[src/rtl/riscv_pkg.sv]
// rtl/riscv_pkg.sv - shared RV32 constants and fetch entry type
package riscv_pkg;
  localparam int XLEN = 32;
  localparam logic [XLEN-1:0] NOP_INSTR        = 32'h0000_0013;
  localparam logic [XLEN-1:0] DEFAULT_RESET_PC = 32'h0000_0000;

  typedef struct packed {
    logic [XLEN-1:0] instr;
    logic [XLEN-1:0] pc;
  } fetch_entry_t;

  localparam int FETCH_W = $bits(fetch_entry_t);
endpackage

[src/rtl/fetch_queue.sv]
// rtl/fetch_queue.sv - synchronous FIFO of fetched {instr, pc} entries
module fetch_queue import riscv_pkg::*; #(
  parameter int DEPTH = 2
) (
  input  logic                     clk,
  input  logic                     reset,
  input  logic                     push,
  input  logic [FETCH_W-1:0]       push_data,
  input  logic                     pop,
  input  logic                     flush,
  output logic [$clog2(DEPTH):0]   count,
  output logic [FETCH_W-1:0]       head
);
  localparam int AW = $clog2(DEPTH);

  logic [FETCH_W-1:0] mem_q [DEPTH];
  logic [FETCH_W-1:0] mem_d [DEPTH];
  logic [AW-1:0]      rd_ptr_q, rd_ptr_d, wr_ptr_q, wr_ptr_d;
  logic [AW:0]        count_q, count_d;
  logic               do_pop;

  always_comb begin
    do_pop   = pop & (count_q != '0);
    mem_d    = mem_q;
    rd_ptr_d = rd_ptr_q;
    wr_ptr_d = wr_ptr_q;
    count_d  = count_q;
    if (flush) begin
      rd_ptr_d = '0;
      wr_ptr_d = '0;
      count_d  = '0;
    end else begin
      // A full queue may push and pop together: the head is read from mem_q before the write lands.
      if (push) begin
        mem_d[wr_ptr_q] = push_data;
        wr_ptr_d        = wr_ptr_q + 1'b1;
      end
      if (do_pop) rd_ptr_d = rd_ptr_q + 1'b1;
      count_d = count_q + (AW+1)'(push) - (AW+1)'(do_pop);
    end
  end

  always_ff @(posedge clk) begin
    mem_q <= mem_d;
    if (reset) begin
      rd_ptr_q <= '0;
      wr_ptr_q <= '0;
      count_q  <= '0;
    end else begin
      rd_ptr_q <= rd_ptr_d;
      wr_ptr_q <= wr_ptr_d;
      count_q  <= count_d;
    end
  end

  assign count = count_q;
  assign head  = mem_q[rd_ptr_q];
endmodule

[src/rtl/fetch_unit.sv]
// rtl/fetch_unit.sv - instruction fetch: PC, credit-limited imem requests, redirect flush
module fetch_unit import riscv_pkg::*; #(
  parameter logic [XLEN-1:0] RESET_PC = DEFAULT_RESET_PC,
  parameter int              QDEPTH   = 2
) (
  input  logic        clk,
  input  logic        reset,
  output logic        imem_req,
  output logic [31:0] imem_addr,
  input  logic        imem_ready,
  input  logic        imem_rvalid,
  input  logic [31:0] imem_rdata,
  input  logic        redirect,
  input  logic [31:0] redirect_pc,
  output logic        id_valid,
  input  logic        id_ready,
  output logic [31:0] id_instr,
  output logic [31:0] id_pc,
  output logic [31:0] id_pcplus4
);
  localparam int             CW      = $clog2(QDEPTH) + 1;
  localparam logic [CW:0]    CREDITS = (CW+1)'(QDEPTH);

  logic [31:0]        pc_q, pc_d, spc_q, spc_d, last_pc_q, last_pc_d, target;
  logic [CW-1:0]      outstanding_q, outstanding_d, discard_q, discard_d, count;
  logic [FETCH_W-1:0] head_bits, push_data;
  fetch_entry_t       head;
  logic               hs, resp, push, pop;
  logic               unused_pc_lsbs;

  assign target         = {redirect_pc[31:2], 2'b00};
  assign unused_pc_lsbs = ^redirect_pc[1:0];

  assign imem_req  = !reset && !redirect && (({1'b0, outstanding_q} + {1'b0, count}) < CREDITS);
  assign imem_addr = pc_q;
  assign hs        = imem_req & imem_ready;
  // Stray responses with nothing outstanding are ignored so the counters never underflow.
  assign resp      = imem_rvalid & (outstanding_q != '0);
  assign push      = resp & (discard_q == '0) & !redirect;
  assign id_valid  = !reset && (count != '0);
  assign pop       = id_valid & id_ready & !redirect;
  assign push_data = {imem_rdata, spc_q};
  assign head      = fetch_entry_t'(head_bits);

  fetch_queue #(.DEPTH(QDEPTH)) u_queue (
    .clk       (clk),
    .reset     (reset),
    .push      (push),
    .push_data (push_data),
    .pop       (pop),
    .flush     (redirect),
    .count     (count),
    .head      (head_bits)
  );

  always_comb begin
    pc_d          = pc_q;
    spc_d         = spc_q;
    last_pc_d     = last_pc_q;
    discard_d     = discard_q;
    outstanding_d = outstanding_q + CW'(hs) - CW'(resp);
    if (redirect) begin
      // Everything still in flight belongs to the old path and must be dropped on return.
      pc_d      = target;
      spc_d     = target;
      discard_d = outstanding_d;
    end else begin
      if (hs) pc_d = pc_q + 32'd4;
      if (push) spc_d = spc_q + 32'd4;
      if (resp && discard_q != '0) discard_d = discard_q - 1'b1;
      if (pop) last_pc_d = head.pc;
    end
  end

  always_ff @(posedge clk) begin
    if (reset) begin
      pc_q          <= RESET_PC;
      spc_q         <= RESET_PC;
      last_pc_q     <= RESET_PC;
      outstanding_q <= '0;
      discard_q     <= '0;
    end else begin
      pc_q          <= pc_d;
      spc_q         <= spc_d;
      last_pc_q     <= last_pc_d;
      outstanding_q <= outstanding_d;
      discard_q     <= discard_d;
    end
  end

  always_comb begin
    id_instr = NOP_INSTR;
    id_pc    = last_pc_q;
    if (reset) begin
      id_pc = RESET_PC;
    end else if (id_valid) begin
      id_instr = head.instr;
      id_pc    = head.pc;
    end
  end

  assign id_pcplus4 = id_pc + 32'd4;

  a_no_stray_resp: assert property (@(posedge clk) disable iff (reset)
    !(imem_rvalid && outstanding_q == '0));
endmodule

[config.mk]
export PLATFORM = sky130hd
export DESIGN_NAME = fetch_unit
export DESIGN_NICKNAME = d
export VERILOG_FILES = /design/src/rtl/riscv_pkg.sv /design/src/rtl/fetch_queue.sv /design/src/rtl/fetch_unit.sv
export SDC_FILE = /design/constraint.sdc
export NUM_CORES = 1
export LEC_CHECK = 0
export BUFFER_PORTS_ARGS = -buffer_cell sky130_fd_sc_hd__buf_4
export CAP_MARGIN = 20
export CORE_ASPECT_RATIO = 0.6
export CORE_MARGIN = 4
export CORE_UTILIZATION = 32
export CTS_CLUSTER_SIZE = 40
export DETAILED_ROUTE_END_ITERATION = 8
export PLACE_DENSITY = 0.49
export REMOVE_ABC_BUFFERS = 1
export SYNTH_ARGS = -nofsm -noshare
export SYNTH_HDL_FRONTEND = slang
export SYNTH_SLANG_ARGS = --single-unit
[constraint.sdc]
create_clock -name clk -period 11.5 [get_ports clk]
set_clock_uncertainty 0.15 [all_clocks]
set_input_delay 1.725 -clock clk [delete_from_list [all_inputs] [get_ports clk]]
set_output_delay 1.725 -clock clk [all_outputs]
set_load 0.01 [all_outputs]
==> results.yml <==
timing:
  finalSetupViolations: 0
  slew_violations: 0
  fin_setup_tns_ns: 0
  hold_ws_ns: 0.337
  clock.fmax_mhz: 147
  tightest_slew_ns: 0.921
  rsz0062_at_grt: "no"
  period_share: 0.592
  hold_viol_final: 0
  min_period_ns: 6.81
  maxSlewHeadroom: 0.386
setup_path:
  end_kind: "output port"
  r2r_cells: 13
  worst-path-max-fanout: 57
  crit_top_cell: "buf_4"
  arrival_ns: 4.93
  cp_cell_sequence: "buf_4 > mux2i_1 > a211oi_1 > ha_1 > o2111ai_1 > nor4b_2 > nand4_1 > xnor2_1 > buf_4"
  slowest_delay_ns: 0.91
  cpMaxStageDelayCell: "nor4b_2"
  worstPathRequired_ns: 9.63
  worst-setup-path-type: "reg2out"
  start_kind: "register"
global_route:
  grt_pass1_wl_um: 46700
  track_usage: 0.163
  grt_max_degree: 63
  antenna_found_initial: 0
  grt-ovfl-total: 0
  grt_pass1_vias: 7713
clock_network:
  cts_hold_buf: 0
  cts_sinks: 222
  cts-resized-gates: 0
  clkTransAtPathRegs_ns: 0.06
  cts_tree: "done"
  cts-root-buf: "clkbuf_16"
  insertion_delay_ns: 0.51
  cts-buffers-inserted: 23
  clockBufferDepth: 3
  postCtsSetupBuffers: 0
  cts_max_level: 1
yosys:
  synth_area_per_cell_um2: 10.4
  yosysTopAreaCellShare: 0.352
  ys_types: 67
  ys.flop_type: "edfxtp_1"
  synth_commonest_cells: "136 x nor2_1, 124 x edfxtp_1, 98 x dfxtp_1, 86 x nand2_1, 63 x mux2i_1"
  synthArstFlopShare: 0
  synth.cell_area_um2: 10600
  yosysMostFrequentCell: "nor2_1"
  synth_area_leaders: "edfxtp_1 35%, dfxtp_1 19%, mux2i_1 6.0%, nor2_1 4.8%, a211oi_1 4.3%"
  yosysSeqAreaShare: 0.537
  yosysWarningCount: 0
  synth.largest_area_cell: "edfxtp_1"
  synth_cells: 1020
  synth-edff-count: 124
  synth.ff_latch_count: 222
floorplanning:
  die_w_um: 243
  die_h_um: 149
  start_util: 0.325
  rows: 51
  core_um2: 32500
  io_pins: 200
  die_area_um2: 36200
place:
  gp_congestion: 0.786
  port_buffers: 191
  dpl.cell_count: 1581
  postPlaceCellArea_um2: 12400
  dpl.hpwl_um: 21100
power:
  max-vdd-ir-drop_v: 0.0000867
  p_per_area_nw_per_um2: 148
  leakagePower_nw: 4.67
status:
  status: "finished, final reports clean"
finish:
  final_cells: 1622
  area_growth_pct: 23.9
  fillers: 3216
  diodes: 0
  fin_area_um2: 13100
  drive_gt1_frac: 0.222
  nets: 1261
drt:
  wl_per_cell_um: 18.7
  wl_um: 30300
  remaining_drc_errors: 0
  vias_per_cell: 5.07
  ant_nets: 0
  drt-initial-drc-count: 572
  num_vias: 8223
  drt_pass1_iterations: 7
min_path:
  hold_class: "reg2reg"
  min_path_cells: 0
job:
  maxCapViolCount: 0
## stage by stage
stage,utilization,setup WS (ns),power [mW]
3_5_place_dp,0.380,4.74,1.19
6_report,0.403,4.69,1.94
5_1_grt,0.403,4.36,2.03
2_1_floorplan,-,4.50,1.08
4_1_cts,0.403,4.58,1.96
3_3_place_gp,0.380,4.75,1.19
## cells in the final DEF, fill, tap and decap left out, types with 6 or more instances in the layout
master     Yosys  layout
xnor2_1       34      34
nand3b_1       6       6
nor3_1        28      27
xor2_1        32      32
a211oi_1      61      61
and3_1        18      17
nand2_1       86      86
nor2_1       136     136
conb_1         1       6
o21ai_0       21      21
edfxtp_1     124     124
nand3_1       29      29
and4_1         7       7
ha_1           8       8
buf_4          9     203
inv_1         13      13
mux2i_1       63      63
nand4_1       24      24
dfxtp_1       98      97
a31oi_1       20      20
and2_1        16      15
a21oi_1       38      38
clkbuf_16      0      23
## critical path, delay by kind of cell, from the launching register on
family / cells / cell delay (ns)
AND/OR/NAND/NOR: 2 / 1.14
AO/OA/AOI/OAI: 2 / 0.99
buffers and inverters: 2 / 0.89
flip-flops: 1 / 0.66
adder cells (fa/ha/maj): 1 / 0.32
multiplexers: 1 / 0.22
XOR/XNOR: 1 / 0.18
## worst paths after layout
kind	slack [ns]	end	startpoint
setup / recovery	4.69	id_pcplus4[30]	u_queue.rd_ptr_q
hold / removal	0.34	u_queue.mem_q[95]	spc_q[31]
setup reg to reg	7.30	discard_q[1]	u_queue.count[0]
hold reg to reg	0.34	u_queue.mem_q[95]	spc_q[31]
## state kept, by name, indices dropped and copies added (netlist names)
name and cells:
discard_q 2, imem_addr 30, last_pc_q 30, outstanding_q 2, spc_q 30, u_queue.count 2
u_queue.mem_q 124, u_queue.rd_ptr_q 1, u_queue.wr_ptr_q 1
## final cells by class
class,instances,area [um2],share of cell area
Clock buffer,27,611,0.0465
Sequential cell,222,5690,0.434
Timing Repair Buffer,203,1520,0.116
Multi-Input combinational cell,717,4560,0.347
Clock inverter,14,155,0.0118
Inverter,15,56.3,0.00429
Tap cell,424,531,0.0404
## cell families (layout without fill, tap and decap cells)
logic type / after synthesis / in the layout / share of synthesized area
and+or+nand+nor: 381 / 381 / 0.174
AOI/OAI and AO/OA: 190 / 190 / 0.125
other: 1 / 6 / 0.000354
adders and majority gates: 9 / 9 / 0.0113
DFF: 222 / 222 / 0.537
xor gates and xnor gates: 66 / 66 / 0.0546
muxes: 65 / 65 / 0.0617
buffers and inverters: 86 / 259 / 0.0356
## per-layer routing
| metal | vias to the layer above | wire length, um | GRT usage |
|---|---|---|---|
| met3 | 30 | 1780 | 0.0314 |
| met5 | - | 0 | 0 |
| li1 | 4046 | - | - |
| met1 | 3919 | 16200 | 0.264 |
| met4 | 0 | 435 | 0.0274 |
| met2 | 228 | 11900 | 0.223 |
## power by group
part	total (mW)	switching, mW	internal (mW)
Sequential	0.933	0.0390	0.894
Combinational	0.242	0.144	0.0974
Clock	0.762	0.313	0.448
(Power assumes the default switching activity.)
